$ cat src/rtl/display_tx_fifo.sv
// display_tx_fifo: character queue between the CPU DSP register and the
// 40x24 text display. CPU writes are buffered in a small circular FIFO and
// replayed one at a time through the display's SETUP / STROBE / RELEASE
// handshake. Each character is followed by a gap with the display address
// held high, so the display's scroll line-clear writes can keep running.
module display_tx_fifo #(
  parameter int DEPTH_LOG2 = 4,
  parameter int GAP_CYCLES = 8
) (
  input  logic       clk25,
  input  logic       rst,
  input  logic       cpu_cs,
  input  logic       cpu_we,
  input  logic       cpu_addr,
  input  logic [7:0] cpu_din,
  output logic [7:0] cpu_dout,
  input  logic       flush,
  output logic       vga_address,
  output logic       vga_enable,
  output logic       vga_w_en,
  output logic [7:0] vga_din
);

  localparam int DEPTH = 1 << DEPTH_LOG2;
  localparam int CW    = DEPTH_LOG2 + 1;

  typedef enum logic [2:0] {
    ST_IDLE,
    ST_SETUP,
    ST_STROBE,
    ST_RELEASE,
    ST_GAP
  } state_t;

  state_t state_reg, state_next;

  logic [7:0]            mem [DEPTH];
  logic [DEPTH_LOG2-1:0] wr_ptr_reg;
  logic [DEPTH_LOG2-1:0] rd_ptr_reg;
  logic [CW-1:0]         count_reg;
  logic                  overflow_reg;
  logic [7:0]            gap_cnt_reg;
  logic [7:0]            din_reg;

  logic full;
  logic empty;
  logic push_req;
  logic push_ok;
  logic pop;
  logic load_head;

  // Full is judged on registered state, so a pop on the same edge never
  // makes room for a push. flush outranks any push in the same cycle.
  assign full      = (count_reg == CW'(DEPTH));
  assign empty     = (count_reg == '0);
  assign push_req  = cpu_cs & cpu_we & ~cpu_addr;
  assign push_ok   = push_req & ~full & ~flush;
  assign pop       = (state_reg == ST_STROBE) & ~flush;
  assign load_head = (state_next == ST_SETUP);

  // Character storage; no reset so it stays a plain RAM array.
  always_ff @(posedge clk25) begin
    if (push_ok) begin
      mem[wr_ptr_reg] <= cpu_din;
    end
  end

  // Queue pointers, occupancy count and sticky overflow flag.
  always_ff @(posedge clk25 or posedge rst) begin
    if (rst) begin
      wr_ptr_reg   <= '0;
      rd_ptr_reg   <= '0;
      count_reg    <= '0;
      overflow_reg <= 1'b0;
    end else if (flush) begin
      wr_ptr_reg   <= '0;
      rd_ptr_reg   <= '0;
      count_reg    <= '0;
      overflow_reg <= 1'b0;
    end else begin
      if (push_ok) begin
        wr_ptr_reg <= wr_ptr_reg + DEPTH_LOG2'(1);
      end
      if (pop) begin
        rd_ptr_reg <= rd_ptr_reg + DEPTH_LOG2'(1);
      end
      count_reg <= count_reg + CW'(push_ok) - CW'(pop);
      if (push_req && full) begin
        overflow_reg <= 1'b1;
      end
    end
  end

  // FSM state register.
  always_ff @(posedge clk25 or posedge rst) begin
    if (rst) begin
      state_reg <= ST_IDLE;
    end else begin
      state_reg <= state_next;
    end
  end

  // FSM next-state logic; flush always lands back in IDLE.
  always_comb begin
    state_next = state_reg;
    if (flush) begin
      state_next = ST_IDLE;
    end else begin
      case (state_reg)
        ST_IDLE:    if (!empty) state_next = ST_SETUP;
        ST_SETUP:   state_next = ST_STROBE;
        ST_STROBE:  state_next = ST_RELEASE;
        ST_RELEASE: state_next = ST_GAP;
        ST_GAP:     if (gap_cnt_reg == 8'd0) state_next = ST_IDLE;
        default:    state_next = ST_IDLE;
      endcase
    end
  end

  // Gap counter: loaded on leaving RELEASE, counts GAP_CYCLES cycles of GAP.
  always_ff @(posedge clk25 or posedge rst) begin
    if (rst) begin
      gap_cnt_reg <= 8'd0;
    end else if (flush) begin
      gap_cnt_reg <= 8'd0;
    end else if (state_reg == ST_RELEASE) begin
      gap_cnt_reg <= 8'(GAP_CYCLES - 1);
    end else if (state_reg == ST_GAP && gap_cnt_reg != 8'd0) begin
      gap_cnt_reg <= gap_cnt_reg - 8'd1;
    end
  end

  // Presented character: head of queue captured on entry to SETUP, then held.
  always_ff @(posedge clk25 or posedge rst) begin
    if (rst) begin
      din_reg <= 8'h00;
    end else if (load_head) begin
      din_reg <= mem[rd_ptr_reg];
    end
  end

  // FSM outputs: address low only while a character is being handed over.
  always_comb begin
    vga_address = 1'b1;
    vga_enable  = 1'b0;
    vga_w_en    = 1'b0;
    case (state_reg)
      ST_SETUP:   vga_address = 1'b0;
      ST_STROBE: begin
        vga_address = 1'b0;
        vga_enable  = 1'b1;
        vga_w_en    = 1'b1;
      end
      ST_RELEASE: vga_address = 1'b0;
      default:    vga_address = 1'b1;
    endcase
  end

  assign vga_din = din_reg;

  // CPU read mux: busy bit at address 0, diagnostic status at address 1.
  logic [7:0] count_ext;
  logic [4:0] count_sat;

  assign count_ext = 8'(count_reg);
  assign count_sat = (count_ext > 8'd31) ? 5'd31 : count_ext[4:0];

  always_comb begin
    cpu_dout = 8'h00;
    if (cpu_cs && !cpu_we) begin
      if (!cpu_addr) begin
        cpu_dout = {full, 7'b0};
      end else begin
        cpu_dout = {overflow_reg, empty, 1'b0, count_sat};
      end
    end
  end

endmodule
$ cat config.mk
export PLATFORM = sky130hd
export DESIGN_NAME = display_tx_fifo
export DESIGN_NICKNAME = d
export VERILOG_FILES = /design/src/rtl/display_tx_fifo.sv
export SDC_FILE = /design/constraint.sdc
export NUM_CORES = 1
export LEC_CHECK = 0
export ABC_AREA = 1
export BUFFER_PORTS_ARGS = -buffer_cell sky130_fd_sc_hd__buf_2
export CORE_MARGIN = 2
export CORE_UTILIZATION = 25
export CTS_CLUSTER_SIZE = 14
export DETAILED_ROUTE_END_ITERATION = 6
export PLACE_DENSITY = 0.51
export SYNTH_ARGS = -nofsm -noshare
export SYNTH_HDL_FRONTEND = slang
export SYNTH_SLANG_ARGS = --single-unit
$ cat constraint.sdc
create_clock -name clk25 -period 5.45 [get_ports clk25]
set_input_delay 0.545 -clock clk25 [delete_from_list [all_inputs] [get_ports clk25]]
set_output_delay 0.545 -clock clk25 [all_outputs]
set_load 0.05 [all_outputs]
==> results of run 1 <==
how the worst min path moves through the flow:
stage | start | end | cells after the start
finish | rst | gap_cnt_reg[2] | 3
global route | rst | gap_cnt_reg[2] | 3
floorplan | overflow_reg | overflow_reg | 2
detailed placement | vga_din[4] | vga_din[4] | 2
global placement | vga_din[5] | vga_din[5] | 2
CTS | rst | gap_cnt_reg[2] | 3
cell type report:
class	count	area [um2]	share of cell area
multi-input combinational	444	2080	0.244
timing repair buffer	36	193	0.0226
sequential	161	4670	0.549
clock buffer	17	425	0.0500
inverter	133	499	0.0587
clock inverter	15	155	0.0182
tap	390	488	0.0573
cell families (layout without fill, tap and decap cells):
group,after synthesis,after routing,share of synthesized area
AOI/OAI and AO/OA,34,34,0.0256
xor gates and xnor gates,5,5,0.00590
adders and majority gates,16,16,0.0280
buffers and inverters,162,201,0.0918
DFF,161,161,0.628
other,1,1,0.000505
and+or+nand+nor,388,388,0.220
cell usage after synthesis (all sizes together), types with 2 or more instances:
cell	instances	area, um2
buf	26	171
xnor2	2	17.5
nand2	226	851
nand4	3	18.8
a21oi	13	76.3
a31oi	2	12.5
xor2	3	26.3
inv	132	495
edfxtp	128	3840
ha	15	188
clkbuf	3	11.3
dfrtp	33	826
nand3	121	606
o21ai	17	85.1
nor3	2	10.0
nor2	35	141
stage by stage:
step           power (W)  hold WS [ns]  cells  worst slack [ns]
2_1_floorplan    0.00213         0.457    767              2.94
5_1_grt          0.00370         0.235   1196              2.41
3_3_place_gp     0.00236         0.467   1164              2.75
6_report         0.00350         0.201   1196              2.69
3_5_place_dp     0.00236         0.473   1164              2.66
4_1_cts          0.00354         0.209   1196              2.67
routing by layer:
metal	up-vias	GRT usage
met1	2378	0.146
met5	-	0
met2	89	0.191
met3	28	0.0205
li1	2516	-
met4	0	0.0551
power by group:
part	internal [W]	switching, W
registers	0.00139	0.0000496
logic	0.000232	0.000650
clock network	0.000679	0.000502
worst max-delay path, cell delays in order (launching register included):
cell,delay (ns)
dfrtp_1,0.39
inv_1,0.09
ha_1,0.21
nand4_1,0.15
nand2_1,0.12
inv_1,0.18
nand2_1,0.09
ha_1,0.27
inv_1,0.06
ha_1,0.16
inv_1,0.05
fa_1,0.35
inv_1,0.09
a21oi_1,0.07
o21bai_1,0.14
xor2_1,0.17
nor2_1,0.05
==> run metrics, run 1 <==
root buf cell clkbuf_16; CTS tree yes; most common cell after layout, fill and taps aside nand2_1; Layout area overhead 14.5%; Ports 33; CORE AREA about 29000 um2; setup violators final 0; Worst-Skew Late Latency ~0.42 ns; number of cells on the worst reg-to-reg path 16; crit end category register; vias per cell 4.19; total gr overflow 0; syn_nets 797; Primary FF master, synth edfxtp_1; crit path max fanout 8; Initial Util 0.252; Hold Vio Cnt, Final 0; global-route wire length before repair 27000 um; gr usage total 0.115; dpl hpwl 10700 um; Via Count 5011; CP Launch Type register; Cells after Synth between 700 and 800; Nets a little over 800; Ys Warns 0; Die ar. 31100 um2; status complete, no violations; clk slew on worst S/H paths ~0.070 ns; met3 routed WL a little over 500 um; Reg2Reg Capture Point count_reg[4]; GPL Wtd Cong 0.782; Slew @ Worst Pin slightly below 0.9 ns; peak supply drop 0.164 mV; r2r setup slk 2.69 ns; drt drc 0; initial antenna violation count 0; Cell Pwr Density slightly above 400 nW/um2; CP required between 5 and 6 ns; Mapped Area 7430 um2; WL final approximately 17000 um; Routed Antenna Nets 0; CTS sink cnt 161; H-tree levels 4; routed len/inst about 14 um; Post-Route M1 WL between 7000 and 8000 um; Synth Area per Inst 9.69 um2; FF-to-FF Start count_reg[2]; leakage 3.69 nW; max reg flops 128; number of port buffers 31; period utilisation layout 0.507; met2 routed WL 8290 um; Starting DRT DRC Count a little over 300; Max Root-Sink Buffers 2; antenna cell count 0; Arrival @ worst endpoint roughly 3.1 ns; relative slew slack 0.416; vias in the first global route 4786; share of cells above drive strength 1 0.0968; row count 63; Fmax 0.362 GHz; hold crit path type input pin to async pin; highest routed layer met4; sequential area share after synthesis 0.628; #FFs+latches synth between 150 and 200; Post-synth EDFFs 128; Initial DRT Pass Iterations 4; final core occ 0.289; Unique masters post-synth 31; Fin Setup TNS 0 ns; count of pins over their slew limit 0; dpl cell area 7930 um2; clk_skew approximately 0.012 ns; commonest non-fill, non-tap cells in the layout 225 x nand2_1, 128 x edfxtp_1, 127 x inv_1; Post-CTS Setup Bufs 0; die height between 150 and 200 um; Crit Path Class register to register; max-cap viol count 0; crit path launch count_reg[2]; post-cts gate resize count 0; Post-synth ARST share 0.205; # fillers 3119; crit path to count_reg[4]; min Tclk post-route 2.76 ns; Finished Cell Area 8510 um2; CTS Hold Bufs 0; largest net degree at the start of global routing 67; Inserted Clock Buffers 17; Die X about 180 um; RSZ-0062 raised after global routing no
Note: power is estimated with default switching activity, not from simulation.
==> run 2: changes to the inputs <==
ABC_AREA = 0   (was 1)
clock period = 2.55 ns   (was 5.45 ns; I/O delays follow)
==> run 2 against run 1 <==
Register-to-register slack got worse by 2.8 ns. Flip-flop and latch count unchanged. Power increased by 110%. Largest cell class unchanged. The flow now finishes with violations (negative setup slack). Wire length decreased by 14%.
==> run metrics, run 2 <==
clk_skew 0.0120 ns; Ports 33; Worst-Skew Late Latency between 0.4 and 0.5 ns; FF-to-FF Start count_reg[3]; Crit Path Class register to register; Yosys top cell area share 0.562; Nets approximately 510; Mapped Area between 6000 and 7000 um2; H-tree levels 4; Die ar. about 29000 um2; Layout area overhead 20.6%; most used cell, CP inv_2; Fmax 0.377 GHz; Cell Pwr Density 871 nW/um2; clk slew on worst S/H paths 0.07 ns; Inserted Clock Buffers 17; most common cell after layout, fill and taps aside edfxtp_1; CP delay by family, top adder cells; max reg flops around 130; CORE AREA 27000 um2; number of port buffers 31; hold crit path type input pin to register; Max Root-Sink Buffers 2; initial antenna violation count 0; gr usage total 0.110; routed len/inst around 18 um; Unique masters post-synth 50; period utilisation layout 1.04; CTS sink cnt 161; vias per cell 4.45; Arrival @ worst endpoint 3.00 ns; dpl hpwl 9760 um; vias in the first global route 4067; status complete, but fails checks; Hold Vio Cnt, Final 0; failing checks negative setup slack; Routed Antenna Nets 0; largest net degree at the start of global routing 34; row count 60; global-route wire length before repair 23100 um; crit path max fanout 2; Via Count 3704; RSZ-0062 raised after global routing yes; Initial DRT Pass Iterations 4; Slew @ Worst Pin ~0.5 ns; CP max stage delay 0.36 ns; CP cell instances inv_2, ha_4, and4bb_2, or3_1, ha_1, inv_1, ha_2, inv_2, fa_2, nand2b_4, a21oi_2, o21ai_1, a21oi_1; Ys Warns 0; Reg2Reg Capture Point count_reg[4]; syn_nets 440; number of cells on the worst reg-to-reg path 13; Worst Path Buf+Inv 3; min Tclk post-route 2.65 ns; WL final between 10000 and 15000 um; max-cap viol count 0; Fin Setup TNS -0.102 ns; Die X 169 um; GPL Wtd Cong 0.752; fin worst setup slack -0.102 ns; total gr overflow 0; Initial Util 0.254; hold path start cpu_din[6]; Cells after Synth 410; antenna cell count 0; drt drc 0; CP required 2.89 ns; share of cells above drive strength 1 0.305; sequential area share after synthesis 0.682; dominant cells by area after synthesis edfxtp_1 56%, dfrtp_1 12%, mux4_2 11%; leakage 2.89 nW; CTS tree yes; setup violators final 1; CP Launch Type register; relative slew slack 0.664; crit end category register; final core occ 0.306; slowest stage cell on the critical path dfrtp_1; Synth Area per Inst approximately 17 um2; Synth area leader edfxtp_1; hold path depth 1; root buf cell clkbuf_16; Primary FF master, synth edfxtp_1; Post-synth EDFFs approximately 130; r2r setup slk -0.10 ns; Critical Path Stages 13; Starting DRT DRC Count 243; die height between 150 and 200 um; commonest non-fill, non-tap cells in the layout 128 x edfxtp_1, 36 x buf_4, 33 x nor2_1; top cells by count, synth 128 x edfxtp_1, 33 x dfrtp_1, 33 x nor2_1; Post-synth ARST share 0.205; count of pins over their slew limit 0; count leader, synth edfxtp_1; #FFs+latches synth 161; end of the worst hold path mem[9][6]; peak supply drop slightly above 0.5 mV
run 2: changes by cell type after synthesis, moves of 6 or more:
cell,delta
o22ai_1,+8
inv_1,-111
a21o_1,+9
nand3_1,-114
o21ai_0,-13
mux4_2,+32
mux2i_1,+9
nand2_1,-215
a211oi_1,+11
buf_4,-7
buf_2,-6
run 2: how the worst max path moves through the flow:
stage / from / to / slack (ns)
finish: count_reg[3] / count_reg[4] / -0.10
global route: count_reg[3] / count_reg[4] / -0.22
CTS: count_reg[3] / count_reg[4] / -0.15
detailed placement: count_reg[2] / count_reg[4] / -0.18
global placement: count_reg[2] / count_reg[4] / -0.05
floorplan: state_reg[0] / count_reg[4] / -0.12
run 2: layer usage:
layer / routed length (um) / up-vias / global-route usage
li1: - / 1720 / -
met1: 6240 / 1904 / 0.125
met2: 7760 / 55 / 0.196
met3: 446 / 25 / 0.0292
met4: 313 / 0 / 0.0461
met5: 0 / - / 0
run 2: logic make-up after synthesis:
kind of cell               count (synthesis)  share of synthesized area
buffers and inverters                     37                     0.0272
and+or+nand+nor                           84                     0.0666
muxes                                     41                      0.118
xor gates and xnor gates                  13                     0.0166
adders and majority gates                 16                     0.0304
AOI/OAI and AO/OA                         57                     0.0578
other                                      1                   0.000548
DFF                                      161                      0.682
run 2: report_power, final:
group	switching (W)	internal, W	total, W	leakage, nW
combinational	0.00100	0.000604	0.00161	1.01
clock	0.00110	0.00138	0.00248	0.281
sequential	0.000128	0.00297	0.00310	1.59
total	0.00223	0.00495	0.00718	2.89
run 2: area by class of cell:
cell class	count	area, um2
clock inverters	14	149
repair buffers	71	495
multi-input cells	212	2020
inverters	16	60.1
well taps	341	427
fillers	2602	18700
flip-flops and latches	161	4670
clock buffers	18	429
run 2: repair_timing:
item | CTS | global route
gates cloned | 0 | 0
hold buffers | 1 | 0
pin swaps | 8 | 4
resized for setup | 3 | 1
setup buffers | 2 | 0
endpoints found under the hold margin | 33 | 0
setup endpoints to repair | 2 | 2
run 2: per-stage QoR:
stage | total power [W] | hold slack (ns) | cell area [um2] | worst slack, ns | cells
floorplan | 0.00425 | 0.354 | 6870 | -0.124 | 410
global placement | 0.00466 | 0.398 | 7640 | -0.0495 | 798
detailed placement | 0.00474 | 0.403 | 7640 | -0.181 | 798
CTS | 0.00726 | 0.200 | 8250 | -0.149 | 833
global route | 0.00750 | 0.211 | 8250 | -0.219 | 833
finish | 0.00718 | 0.214 | 8250 | -0.102 | 833
==> run 3: changes to the inputs <==
CORE_MARGIN = default   (was 2)
==> run 3 against run 2 <==
The run still ends with negative setup slack left. Critical path depth did not move. Wire length fell by 4.4%. Final area decreased by 0.15%. Die area fell by 2.3%. First-iteration DRC count up 3.3%. Flip-flop and latch count is the same. Clock power up 4%. Cell count shrank 0.48%. Hold slack improved by 0.0047 ns. Register-to-register slack gained 0.06 ns. Via count fell by 0.16%. Critical path type unchanged. Largest cell class unchanged. Highest routed layer is now met5.
==> run metrics, run 3 (same netlist as run 2, synthesis figures left out) <==
status complete, but fails checks; failing checks negative setup slack; Finished Cell Area between 8000 and 9000 um2; Via Count 3698; antenna cell count 0; r2r setup slk -0.05 ns; FF-to-FF Start count_reg[2]; total gr overflow 0; Layout area overhead 20.4%; CP max stage delay 0.37 ns; clk_skew 0.0141 ns; Fin Setup TNS -0.0462 ns; Nets 506; crit end category register; slowest stage cell on the critical path or3_1; GPL Wtd Cong 0.742; max-cap viol count 0; hold path start cpu_din[5]; leakage about 2.9 nW; Ports 33; WL final 14100 um; H-tree levels 4; root buf cell clkbuf_16; most common cell after layout, fill and taps aside edfxtp_1; clk slew on worst S/H paths ~0.060 ns; Fmax 0.385 GHz; vias in the first global route 3910; count of pins over their slew limit 0; CORE AREA 26900 um2; dpl cell area 7610 um2; Worst-Skew Late Latency 0.43 ns; dpl hpwl around 9100 um; number of cells on the worst reg-to-reg path 13; min Tclk post-route 2.60 ns; global-route wire length before repair 22600 um; hold path depth 1; CP delay by family, top adder cells; gr usage total 0.108; Die ar. 28000 um2; Slew @ Worst Pin 0.505 ns; Die X 167 um; CP Launch Type register; Max Root-Sink Buffers 2; CTS tree yes; relative slew slack 0.663; vias per cell 4.46; max reg flops around 130; period utilisation layout 1.02; Inserted Clock Buffers 17; initial antenna violation count 1; Starting DRT DRC Count 251; share of cells above drive strength 1 0.301; drt drc 0; Initial DRT Pass Iterations 4; Placed Cells roughly 800; die height 167 um; setup violators final 1; Finished Layout Cells 829; Routed Antenna Nets 0; commonest non-fill, non-tap cells in the layout 128 x edfxtp_1, 34 x buf_4, 33 x nor2_1; fin worst setup slack -0.0462 ns; routed len/inst between 15 and 20 um; hold crit path type input pin to register; number of port buffers 31; Worst Path Buf+Inv 3; CP cell instances inv_2, ha_4, and4bb_2, or3_1, ha_1, inv_1, ha_2, inv_2, fa_2, nand2b_4, a21oi_2, or3_1, a21oi_1; crit path max fanout 2; CTS sink cnt 161; RSZ-0062 raised after global routing yes; row count 60; Initial Util 0.255; Cell Pwr Density 874 nW/um2; # fillers between 2000 and 3000; peak supply drop 0.429 mV; largest net degree at the start of global routing 35; CP required 2.85 ns; Crit Path Class register to register; end of the worst hold path mem[12][5]; Arrival @ worst endpoint ~2.9 ns; Hold Vio Cnt, Final 0; Reg2Reg Capture Point count_reg[4]
run 3: changes by cell type in the layout (fill, tap and decap cells not counted):
cell        delta
buf_12         -1
buf_4          -2
bufinv_16      +1
clkbuf_1       -1
clkinv_2       -1
clkinv_4       -1
clkinv_8       +1
clkinvlp_4     +1
inv_6          +1
inv_8          -2
o21ai_0        +1
o21ai_1        -1
run 3: per-stage QoR:
stage	power, W	util	setup WS, ns	hold WS [ns]
global route	0.00753	0.307	-0.178	0.219
floorplan	0.00425	-	-0.124	0.354
global placement	0.00463	0.283	-0.0531	0.378
finish	0.00720	0.307	-0.0462	0.218
CTS	0.00729	0.307	-0.0738	0.208
detailed placement	0.00468	0.283	-0.0866	0.388
run 3: how the worst max path moves through the flow:
stage | depth (start not counted) | slack [ns] | endpoint | start
after floorplan | 12 | -0.12 | count_reg[4] | state_reg[0]
after global placement | 13 | -0.05 | count_reg[4] | count_reg[2]
after detailed placement | 13 | -0.09 | count_reg[4] | count_reg[2]
after CTS | 13 | -0.07 | count_reg[4] | count_reg[2]
after global routing | 13 | -0.18 | count_reg[4] | count_reg[3]
final | 13 | -0.05 | count_reg[4] | count_reg[2]
run 3: layer usage:
metal / GRT usage / up-vias / share of wire / routed length (um)
met5: 0 / - / 0.00092 / 13
met4: 0.0335 / 2 / 0.011 / 156
met3: 0.0260 / 14 / 0.028 / 390
met2: 0.184 / 57 / 0.50 / 7110
met1: 0.135 / 1903 / 0.46 / 6440
li1: - / 1722 / - / -
run 3: where the power goes:
group          leakage (nW)  internal, W  total (W)  switching [W]
registers              1.59      0.00297    0.00311       0.000142
clock network         0.286      0.00147    0.00257        0.00110
logic                 0.993     0.000585    0.00152       0.000934
run 3: cell type report:
cell class	instances	area [um2]	area share
repair buffers	68	460	0.0559
multi-input cells	212	2020	0.245
clock inverters	14	175	0.0213
inverters	16	60.1	0.00729
flip-flops and latches	161	4670	0.567
well taps	341	427	0.0518
clock buffers	17	425	0.0516
run 3: repair_timing:
item / CTS / global route
endpoints found under the setup margin: 1 / 2
endpoints found under the hold margin: 33 / 0
pin swaps: 7 / 0
buffers inserted: 1 / 0
gates resized for setup: 3 / 0
hold buffers: 1 / 0
